$ cat src/rtl/sram_ctrl.sv
// sram_ctrl: single-port synchronous SRAM access sequencer.
// Each request runs IDLE -> SETUP -> ACCESS (WAIT_CYCLES) -> HOLD -> IDLE.
// Address and data only move while WEN is high, so a write strobe always
// sees stable A/D pins. WEN, the response pulse and the read data come
// straight from flops so no combinational glitch ever reaches the SRAM.
module sram_ctrl #(
  parameter int ADDR_SIZE   = 8,
  parameter int WORD_SIZE   = 4,
  parameter int WAIT_CYCLES = 1
) (
  input  logic                 clk,
  input  logic                 rst,
  input  logic                 req_valid,
  output logic                 req_ready,
  input  logic                 req_we,
  input  logic [ADDR_SIZE-1:0] req_addr,
  input  logic [WORD_SIZE-1:0] req_wdata,
  output logic                 rsp_valid,
  output logic                 rsp_we,
  output logic [WORD_SIZE-1:0] rsp_rdata,
  output logic [ADDR_SIZE-1:0] sram_a,
  output logic [WORD_SIZE-1:0] sram_d,
  output logic                 sram_wen,
  input  logic [WORD_SIZE-1:0] sram_q
);

  typedef enum logic [1:0] {
    IDLE   = 2'd0,
    SETUP  = 2'd1,
    ACCESS = 2'd2,
    HOLD   = 2'd3
  } state_t;

  // Counter counts down to zero; loading WAIT_CYCLES-1 gives exactly
  // WAIT_CYCLES access cycles, and a load of 0 is never decremented.
  localparam logic [3:0] CNT_LOAD = 4'(WAIT_CYCLES - 1);

  state_t                 r_state;
  state_t                 w_state_nxt;
  logic                   w_accept;
  logic                   w_access_done;
  logic [3:0]             r_cnt;
  logic                   r_we;
  logic                   r_wen;
  logic                   r_rsp_valid;
  logic                   r_rsp_we;
  logic [WORD_SIZE-1:0]   r_rdata;
  logic [ADDR_SIZE-1:0]   r_a;
  logic [WORD_SIZE-1:0]   r_d;

  assign req_ready = (r_state == IDLE) && !rst;
  assign rsp_valid = r_rsp_valid;
  assign rsp_we    = r_rsp_we;
  assign rsp_rdata = r_rdata;
  assign sram_a    = r_a;
  assign sram_d    = r_d;
  assign sram_wen  = r_wen;

  // Next-state logic: accept only in IDLE outside reset, leave ACCESS when the counter is spent.
  always_comb begin
    w_state_nxt   = r_state;
    w_accept      = 1'b0;
    w_access_done = 1'b0;
    case (r_state)
      IDLE: begin
        if (req_valid && !rst) begin
          w_accept    = 1'b1;
          w_state_nxt = SETUP;
        end
      end
      SETUP:  w_state_nxt = ACCESS;
      ACCESS: begin
        if (r_cnt == 4'd0) begin
          w_access_done = 1'b1;
          w_state_nxt   = HOLD;
        end
      end
      HOLD:    w_state_nxt = IDLE;
      default: w_state_nxt = IDLE;
    endcase
  end

  // State, SRAM pin and response registers; reset clears A/D only once WEN is already high.
  always_ff @(posedge clk) begin
    if (rst) begin
      r_state     <= IDLE;
      r_wen       <= 1'b1;
      r_rsp_valid <= 1'b0;
      r_rsp_we    <= 1'b0;
      r_rdata     <= '0;
      r_cnt       <= 4'd0;
      r_we        <= 1'b0;
      if (r_wen) begin
        r_a <= '0;
        r_d <= '0;
      end
    end else begin
      r_state     <= w_state_nxt;
      r_wen       <= !((w_state_nxt == ACCESS) && r_we);
      r_rsp_valid <= (w_state_nxt == HOLD);
      if (w_accept) begin
        r_a  <= req_addr;
        r_d  <= req_wdata;
        r_we <= req_we;
      end
      if (r_state == SETUP) begin
        r_cnt <= CNT_LOAD;
      end else if ((r_state == ACCESS) && (r_cnt != 4'd0)) begin
        r_cnt <= r_cnt - 4'd1;
      end
      if (w_access_done) begin
        r_rsp_we <= r_we;
        if (!r_we) begin
          r_rdata <= sram_q;
        end
      end
    end
  end

endmodule

$ cat config.mk
export PLATFORM = sky130hd
export DESIGN_NAME = sram_ctrl
export DESIGN_NICKNAME = d
export VERILOG_FILES = /design/src/rtl/sram_ctrl.sv
export SDC_FILE = /design/constraint.sdc
export NUM_CORES = 1
export LEC_CHECK = 0
export CORE_ASPECT_RATIO = 1.25
export CORE_MARGIN = 2
export CORE_UTILIZATION = 44
export CTS_CLUSTER_DIAMETER = 30
export CTS_CLUSTER_SIZE = 12
export DETAILED_ROUTE_END_ITERATION = 12
export PLACE_DENSITY = 0.78
export SLEW_MARGIN = 20
export SYNTH_ARGS = -nofsm -noshare
export SYNTH_HDL_FRONTEND = slang
export SYNTH_SLANG_ARGS = --single-unit
$ cat constraint.sdc
create_clock -name clk -period 2.46 [get_ports clk]
set_clock_uncertainty 0.1 [all_clocks]
set_input_delay 0.492 -clock clk [delete_from_list [all_inputs] [get_ports clk]]
set_output_delay 0.492 -clock clk [all_outputs]
set_load 0.02 [all_outputs]
* After elaboration in Yosys (flattened, before gate mapping)
Cells that the tools add are included.
Operators by class: equality and inequality tests 6, bitwise logic cells 1, reduce and logical (&&, ||, !) cells 13, mux-type cells 13, divide/modulo/power cells 0, shift-type cells 0, multiply operators 0, $lt $le $gt $ge 0, $add $sub $neg 1
Operators with widths (count):
- 8-bit two-way mux | 3
- 4-bit two-way mux | 3
- 2-bit == test, second input constant | 4
- 2-bit one-hot mux with 4 select lines | 1
- 1-bit logical AND | 4
- 4-bit logical NOT | 1
- 1-bit two-way mux | 4
- 2-bit two-way mux | 2
- 2-bit AND reduction | 2
- 4-bit nonzero test | 1
- 4-bit by 1-bit subtractor with 4-bit output, second input constant | 1
- 2-bit by 1-bit == test with 1-bit output, second input constant | 1
- 1-bit logical NOT | 2
- 2-bit logical NOT | 1
- 2-bit by 1-bit inequality test with 1-bit output, second input constant | 1
- 2-bit nonzero test | 1
- 2-bit OR reduction | 1
- 1-bit inverter | 1
Storage, ports and cells: latch bits 0, bits in read-only memories 0, output and inout bits 20, memory bits (writable) 0, memories kept 0, logic and storage cells 43, input port bits 20, bits in registers 26

* Depth between registers and ports, before layout
Gate-level depths: netlist of the first run.
depth in word-level cells 7, mapped depth 7, mapped depth without buffers 5

* Worst setup path before layout of the first run
Ideal clock, no wire load.
path type input -> register, start point input rst, end point register r_a[0] (netlist: sram_a[0]) (enable), data required time 1962 ps, stages 2, slack 342 ps, buffers on the path 1, arrival time 1620 ps, path through clkbuf_1 o21ai_0
Between the ends: cells in the longest elaborated chain, start to end 6, elaborated cells on any way between the ends 7, classes of those cells 1 x eq/ne; 2 x mux; 4 x reduce/logical
RTL lines:
- from (decl) | line 12 | input logic rst,
- 1-bit logical NOT | line 66 | if (req_valid && !rst) begin
- 1-bit logical AND | line 66
- 1-bit two-way mux | line 66
- 1-bit two-way mux | line 64 | case (r_state)
- 2-bit nonzero test (no line)
- 2-bit AND reduction (no line) (*)
- to (signal assigned) | line 102 | r_a <= req_addr;
- to (decl) | line 48 | logic [ADDR_SIZE-1:0] r_a;
Every way passes the cells marked *; elsewhere a longest branch is shown, timed or not. A chain may end at the register's enable or synchronous reset.

* Worst setup path in the final report of the first run
start point register r_state[0], end point output req_ready
Between the ends: cells in the longest elaborated chain, start to end 2
RTL lines:
- from (decl) | line 38 | state_t r_state;
- from (signal assigned) | line 98 | r_state <= w_state_nxt;
- 2-bit logical NOT | line 51 | assign req_ready = (r_state == IDLE) && !rst;
- 1-bit logical AND | line 51
- to (decl) | line 14 | output logic req_ready,
Every way passes these cells.

==> results of run 1 <==
[cells by family (layout without fill, tap and decap cells)]
kind of cell             Yosys count  in the layout  share of synthesized area (%)
AND/OR/NAND/NOR                   48             48                           25.1
buffers and inverters             10             48                           3.49
adder cells (fa/ha/maj)            5              5                           5.45
flip-flops                        26             26                           55.8
multiplexers                       6              6                           5.23
AO/OA/AOI/OAI                      9              9                           5.01
[power by group through the flow]
stage | sequential [mW] | combinational, mW | clock (mW)
after detailed placement | 0.568 | 0.488 | 0
after CTS | 0.558 | 0.491 | 0.178
after global placement | 0.566 | 0.476 | 0
final | 0.557 | 0.487 | 0.170
after global routing | 0.566 | 0.530 | 0.188
after floorplan | 0.630 | 0.242 | 0
[worst min path at each step]
stage,start,endpoint,slack [ns]
finish,r_we,sram_wen,0.35
global route,r_we,sram_wen,0.36
CTS,r_we,sram_wen,0.35
detailed placement,r_we,sram_wen,0.32
global placement,r_we,sram_wen,0.33
floorplan,r_we,sram_wen,0.29
[per-stage QoR]
stage	util, %	hold WS, ns	cell area [sq um]	instances	worst slack [ns]
2_1_floorplan	-	0.294	1150	104	0.342
3_3_place_gp	64.0	0.326	1570	172	0.251
3_5_place_dp	64.0	0.319	1570	172	0.232
4_1_cts	64.9	0.351	1590	175	0.132
5_1_grt	64.9	0.364	1590	175	0.0592
6_report	64.9	0.346	1590	175	0.148
[sequential cells by signal, summed over array words and instances (netlist names)]
| signal | flops |
|---|---|
| rsp_valid | 1 |
| r_state | 2 |
| r_cnt | 4 |
| r_we | 1 |
| sram_d | 4 |
| sram_wen | 1 |
| rsp_we | 1 |
| sram_a | 8 |
| rsp_rdata | 4 |
[synthesized netlist by cell type]
cell and count:
and4b_1 1, nor4_1 1, a221o_1 1, nor3_1 3
or3b_1 1, nor2_1 4, dfxtp_1 14, a21boi_1 1
ha_1 5, clkbuf_1 3, nor3b_2 1, and3_1 1
and4bb_2 1, mux2i_1 6, nor2b_1 16, inv_1 4
o21a_1 1, o21ai_0 1, nand2_1 5, a21o_1 1
nand2b_1 9, buf_1 1, or3_1 1, buf_2 2
edfxtp_1 12, nand3_1 4, a21oi_1 4
[metal layers]
metal | vias up | wire (microns) | global-route usage, %
met5 | - | 0 | 0
met4 | 0 | 48 | 9.52
met3 | 5 | 132 | 2.18
met2 | 29 | 1120 | 30.5
met1 | 389 | 854 | 14.9
li1 | 431 | - | -
[layout make-up]
| type | count | area, sq um | area share, % |
|---|---|---|---|
| sequential | 26 | 641 | 40.2 |
| multi-input combinational | 68 | 468 | 29.4 |
| inverter | 4 | 15.0 | 0.943 |
| clock buffer | 3 | 22.5 | 1.41 |
| timing repair buffer | 41 | 405 | 25.5 |
| tap | 33 | 41.3 | 2.59 |
==> key figures, run 1 <==
Worst setup path
  – Crit-path cells: inv_1 > ha_1 > nor2b_1 > clkdlybuf4s50_1
  – Crit Path Class: register to output port
  – Critical path peak fanout: 5
  – Worst path required time: 1.87 ns
  – Buffers & Inverters on Critical Path: 2
  – Stages on the worst setup path: 4
  – Startpoint Class: register
  – CP startpoint: r_state[0]
  – Reg2Reg Setup Slack: 0.54 ns
  – Worst Setup EP: req_ready
  – CP endpoint kind: output port
  – Slowest cell on the critical path: clkdlybuf4s50_1
  – CP Data Arrival Time: 1.72 ns
  – Critical path's largest stage delay: 0.61 ns
  – Family with the most delay on the worst path: buffers and inverters
  – R2R Path End: rsp_rdata[0]
  – R2R cell count: 5
  – Reg2Reg Launch Point: r_state[0]

Clocking
  – Clk slew on worst S/H paths: 0.12 ns
  – Post-CTS setup buffers: 0
  – Root Driver: clkbuf_4
  – Clock latency at the later pin of the worst-skew pair: 0.31 ns
  – CTS Sinks: 26
  – CTS Hold Bufs: 0
  – Post-CTS resize count: 0
  – CTS tree: built
  – # H-tree levels: 1
  – Clock tree buffer depth: 2
  – CTS buffer count: 3

Floorplanning
  – Chip Height: 61.1 microns
  – Die width: 49.7 microns
  – # rows: 20
  – Core area: 2450 sq um
  – Starting Density: 46.8%
  – Die area: 3040 sq um
  – Ports: 40

Yosys
  – Post-synthesis sequential area ratio: 55.8%
  – Yosys warns: 0
  – Mean Syn Cell Area: 11.0 sq um
  – Mapped cell area: 1150 sq um
  – Yosys top cell by area: edfxtp_1
  – Synth area leaders: edfxtp_1, dfxtp_1, nor2b_1
  – Synthesized instance count: 104
  – Library cells used by synthesis: 27
  – Syn nets: 129
  – #FFs+latches synth: 26
  – Yosys top cell area share: 31.4%

Layout
  – Most frequent cells in the layout: clkdlybuf4s50_1, nor2b_1, dfxtp_1
  – Commonest non-fill, non-tap cell in the layout: clkdlybuf4s50_1
  – Fillers: 214
  – P&R area growth vs syn: 38.7%
  – Nets@finish: 169
  – # diodes: 0
  – Layout cells sized above 1: 4.93%

STA
  – Final-report max-slew violation count: 0
  – Total negative slack: 0 ns
  – Final Cycle Share: 94.0%
  – Endpoints failing setup: 0
  – Relative slew slack: 69.6%
  – Maximum operating frequency: 432 MHz
  – Crit path time final: 2.31 ns
  – Worst-Margin Slew: 0.455 ns
  – Hold Vio Cnt, Final: 0
  – RSZ-0062 raised after global routing: no

Global routing
  – Total Routing Usage GR: 15.3%
  – Vias in the first global route: 835
  – Initial antenna violation count: 0
  – Global-route wire length before repair: 3520 microns
  – Largest net degree at the start of global routing: 33
  – Grt total ovfl: 0

Power
  – Seq pwr share: 45.9%
  – PD cells: 762 nW/um^2
  – Gate power share: 40.1%
  – Clk pwr share: 14.0%
  – Net Sw Power: 0.388 mW
  – Int Pwr: 0.826 mW
  – Switch share: 31.9%
  – P_leak: 0.596 nW
  – Total power: 1.21 mW
  – VDD IR max: 0.471 mV

Placed design
  – Dpl hpwl: 1660 microns
  – Placer Congestion: 0.726
  – Input/output buffers: 39

Routing
  – Via density: 4.88
  – Final wirelength: 2160 microns
  – Total number of vias: 854
  – Drc violations: 0
  – Avg WL per Cell: 12.3 microns
  – Routed Antenna Nets: 0
  – Pre-Repair DR Iteration Count: 4
  – Iter 0 DRT Violations: 16

Hold path
  – Hold path cells: 1
  – Hold Path Class: register to register

Run
  – Max_cap viols: 0

Status
  – Status: complete, no violations
Power figures use the tool's default switching activity.
==> run 2, diff against run 1 <==
--- a/config.mk
+++ b/config.mk
@@ -7,11 +7,11 @@
 export LEC_CHECK = 0
 export CORE_ASPECT_RATIO = 1.25
 export CORE_MARGIN = 2
-export CORE_UTILIZATION = 44
+export CORE_UTILIZATION = 50
 export CTS_CLUSTER_DIAMETER = 30
 export CTS_CLUSTER_SIZE = 12
 export DETAILED_ROUTE_END_ITERATION = 12
-export PLACE_DENSITY = 0.78
+export DONT_BUFFER_PORTS = 1
 export SLEW_MARGIN = 20
 export SYNTH_ARGS = -nofsm -noshare
 export SYNTH_HDL_FRONTEND = slang
==> key figures, run 2 (synthesis gave the netlist of run 1 again) <==
Clocking
  – Root Driver: clkbuf_4
  – # H-tree levels: 1
  – CTS Hold Bufs: 0
  – Clock tree buffer depth: 2
  – CTS tree: built
  – CTS Sinks: 26
  – Post-CTS setup buffers: 0
  – Clk slew on worst S/H paths: 0.14 ns
  – Post-CTS resize count: 0
  – CTS buffer count: 3
  – Clock latency at the later pin of the worst-skew pair: 0.31 ns

Global routing
  – Initial antenna violation count: 0
  – Total Routing Usage GR: 15.2%
  – Vias in the first global route: 680
  – Grt total ovfl: 0
  – Global-route wire length before repair: 2960 microns
  – Largest net degree at the start of global routing: 34

Power
  – Int Pwr: 0.822 mW
  – Net Sw Power: 0.368 mW
  – Gate power share: 23.4%
  – Clk pwr share: 23.8%
  – PD cells: 973 nW/um^2
  – VDD IR max: 0.556 mV
  – Total power: 1.19 mW
  – P_leak: 0.457 nW
  – Switch share: 30.9%
  – Seq pwr share: 52.8%

Worst setup path
  – Critical path peak fanout: 5
  – Worst path required time: 1.87 ns
  – CP Data Arrival Time: 1.34 ns
  – CP endpoint kind: output port
  – Startpoint Class: register
  – Crit Path Class: register to output port

Floorplanning
  – Die area: 2700 sq um
  – Core area: 2190 sq um
  – Ports: 40
  – Die width: 46.9 microns
  – # rows: 19
  – Starting Density: 52.5%
  – Chip Height: 57.6 microns

Placed design
  – Input/output buffers: 0
  – Dpl cells: 130
  – Dpl hpwl: 1320 microns
  – Placer Congestion: 0.755
  – Pre-CTS WS: 0.595 ns

STA
  – Total negative slack: 0 ns
  – Final-report max-slew violation count: 0
  – Setup slack after layout: 0.525 ns
  – Hold Vio Cnt, Final: 0
  – RSZ-0062 raised after global routing: no
  – Endpoints failing setup: 0
  – Relative slew slack: 69.6%
  – Maximum operating frequency: 517 MHz
  – Final Cycle Share: 78.6%
  – Worst-Margin Slew: 0.456 ns
  – Crit path time final: 1.93 ns

Routing
  – Drc violations: 0
  – Routed Antenna Nets: 0
  – Avg WL per Cell: 13.3 microns
  – Final wirelength: 1790 microns
  – Total number of vias: 703
  – Via density: 5.25
  – Pre-Repair DR Iteration Count: 4
  – Iter 0 DRT Violations: 22

Layout
  – Fillers: 195
  – Most frequent cells in the layout: nor2b_1, dfxtp_1, edfxtp_1
  – Nets@finish: 129
  – P&R area growth vs syn: 6.43%
  – Layout cells sized above 1: 6.80%
  – Core Util, Final: 55.9%
  – Commonest non-fill, non-tap cell in the layout: nor2b_1
  – Post-route insts no fill: 134
  – Max FFs per register: 8
  – # diodes: 0

Status
  – Status: complete, no violations

Run
  – Max_cap viols: 0

Hold path
  – Hold Path Class: input port to register
run 2: worst paths after layout:
| kind | start | end | slack [ns] | cells after the start |
|---|---|---|---|---|
| max | r_state[0] | req_ready | 0.53 | 3 |
| min | rst | rsp_valid | 0.13 | 1 |
| max reg2reg | r_state[0] | rsp_rdata[1] | 0.55 | 5 |
| min reg2reg | r_we | sram_wen | 0.38 | 1 |
run 2: final cells by class:
class	instances	area [sq um]	area share [%]
flip-flops and latches	26	641	52.4
inverters	4	15.0	1.23
repair buffers	1	7.51	0.614
multi-input cells	68	468	38.3
clock inverters	1	30.0	2.46
well taps	31	38.8	3.17
clock buffers	3	22.5	1.84
run 2: critical path, cell delays in order, from the launching register on:
cell and delay (ns):
dfxtp_1 0.37, inv_1 0.11, ha_1 0.19, nor2b_1 0.37
run 2: per-stage QoR:
stage                     hold WS (ns)  cell area [sq um]
final                            0.129               1220
after global routing            0.0961               1220
after CTS                        0.115               1220
after detailed placement         0.351               1170
after global placement           0.364               1170
after floorplan                  0.294               1150
run 2: power by group through the flow:
stage,registers [mW],clock network [mW],logic [mW]
6_report,0.628,0.283,0.279
2_1_floorplan,0.630,0,0.242
3_3_place_gp,0.640,0,0.275
5_1_grt,0.637,0.309,0.318
4_1_cts,0.630,0.290,0.282
3_5_place_dp,0.640,0,0.280
run 2: per-layer routing:
metal  up-vias  wire length (microns)  track usage [%]
li1        349                      -                -
met1       331                    726             17.0
met2        21                    935             25.6
met3         2                    107             4.11
met4         0                     17             7.14
met5         -                      0                0
==> run 3, diff against run 2 <==
--- a/config.mk
+++ b/config.mk
@@ -12,6 +12,7 @@
 export CTS_CLUSTER_SIZE = 12
 export DETAILED_ROUTE_END_ITERATION = 12
 export DONT_BUFFER_PORTS = 1
+export PLACE_DENSITY = 0.68
 export SLEW_MARGIN = 20
 export SYNTH_ARGS = -nofsm -noshare
 export SYNTH_HDL_FRONTEND = slang
==> constraint.sdc (replaced) <==
create_clock -name clk -period 1.6 [get_ports clk]
set_clock_uncertainty 0.1 [all_clocks]
set_input_delay 0.32 -clock clk [delete_from_list [all_inputs] [get_ports clk]]
set_output_delay 0.32 -clock clk [all_outputs]
set_load 0.02 [all_outputs]
==> key figures, run 3 (synthesis gave the netlist of run 1 again) <==
Status
  – Status: finished with violations
  – Violated checks: setup timing

Worst setup path
  – Crit Path Class: register to output port
  – Critical path peak fanout: 2
  – Startpoint Class: register
  – CP endpoint kind: output port
  – CP Data Arrival Time: 1.22 ns
  – Worst path required time: 1.18 ns

Layout
  – Layout cells sized above 1: 25.4%
  – Max FFs per register: 8
  – P&R area growth vs syn: 18.5%
  – # diodes: 0
  – Nets@finish: 140
  – Fillers: 187
  – Most frequent cells in the layout: nor2b_1, edfxtp_1, dfxtp_1
  – Commonest non-fill, non-tap cell in the layout: nor2b_1

Placed design
  – Dpl hpwl: 1290 microns
  – Pre-CTS WS: -0.0454 ns
  – Input/output buffers: 0
  – Placer Congestion: 0.718

Global routing
  – Total Routing Usage GR: 14.7%
  – Largest net degree at the start of global routing: 28
  – Vias in the first global route: 689
  – Grt total ovfl: 0
  – Global-route wire length before repair: 2880 microns
  – Initial antenna violation count: 0

STA
  – Crit path time final: 1.64 ns
  – Endpoints failing setup: 2
  – Setup slack after layout: -0.0422 ns
  – Final-report max-slew violation count: 0
  – Hold Vio Cnt, Final: 0
  – Final Cycle Share: 103%
  – RSZ-0062 raised after global routing: yes
  – Worst-Margin Slew: 0.299 ns
  – Relative slew slack: 80.0%
  – Maximum operating frequency: 609 MHz

Floorplanning
  – # rows: 19
  – Ports: 40
  – Chip Height: 57.6 microns
  – Die area: 2700 sq um
  – Die width: 46.9 microns
  – Starting Density: 52.5%
  – Core area: 2190 sq um

Power
  – VDD IR max: 1.06 mV
  – PD cells: 1390 nW/um^2
  – Total power: 1.89 mW
  – P_leak: 0.516 nW

Routing
  – Routed met3 length: 99 microns
  – Avg WL per Cell: 13.4 microns
  – Metal2 WL: 1090 microns
  – Routed Antenna Nets: 0
  – Final wirelength: 1950 microns
  – Via density: 5.23
  – M1 wire length: 734 microns
  – Total number of vias: 758
  – Iter 0 DRT Violations: 11
  – Drc violations: 0
  – Pre-Repair DR Iteration Count: 4
  – DR top layer: met4

Clocking
  – Root Driver: clkbuf_4
  – # H-tree levels: 1
  – CTS Sinks: 26
  – CTS tree: built
  – CTS buffer count: 3
  – Clock latency at the later pin of the worst-skew pair: 0.31 ns
  – Clock tree buffer depth: 2
  – Clk slew on worst S/H paths: 0.13 ns

Run
  – Max_cap viols: 0

Hold path
  – Hold Path Class: input port to register
[run 3: layer usage]
| layer | vias to the layer above | track usage (%) |
|---|---|---|
| met4 | 0 | 7.14 |
| met2 | 19 | 25.6 |
| met1 | 365 | 15.5 |
| li1 | 370 | - |
| met3 | 4 | 3.80 |
| met5 | - | 0 |
[run 3: timing repair]
item	4_1_cts	5_1_grt
resized for setup	7	8
hold endpoints to repair	7	0
pin swaps	0	2
setup endpoints to repair	6	7
buffers inserted	0	4
hold buffers	1	0
[run 3: cell type report]
class / count / area [sq um] / area share (%)
timing repair buffer: 12 / 116 / 8.55
sequential: 26 / 646 / 47.4
tap: 31 / 38.8 / 2.85
multi-input combinational: 68 / 519 / 38.1
clock buffer: 3 / 22.5 / 1.65
clock inverter: 1 / 3.75 / 0.276
inverter: 4 / 15.0 / 1.10
[run 3: power by group]
group,internal (mW),switching [mW]
registers,0.819,0.151
logic,0.355,0.296
clock network,0.0910,0.178
[run 3: final timing paths]
kind              startpoint        end  slack (ns)  cells after the start
setup / recovery  r_state[0]  req_ready       -0.04                      5
hold / removal        req_we       r_we        0.05                      2
setup reg to reg    r_cnt[0]  rsp_valid           0                      5
hold reg to reg         r_we   sram_wen        0.35                      1
[run 3: stage by stage]
stage / instances / util [%] / setup TNS (ns) / hold slack (ns) / cell area, sq um
finish: 145 / 62.2 / -0.0434 / 0.0528 / 1360
global route: 145 / 62.2 / -0.134 / 0.0352 / 1360
CTS: 141 / 59.6 / -0.0798 / 0.0438 / 1300
detailed placement: 136 / 56.9 / -0.122 / 0.295 / 1240
global placement: 136 / 56.9 / 0 / 0.292 / 1240
floorplan: 104 / - / 0 / 0.294 / 1170
[run 3: worst max-delay path, stage by stage (launching register included)]
cell	delay, ns
dfxtp_2	0.36
inv_2	0.05
buf_6	0.12
ha_4	0.15
nor2b_4	0.12
buf_6	0.12
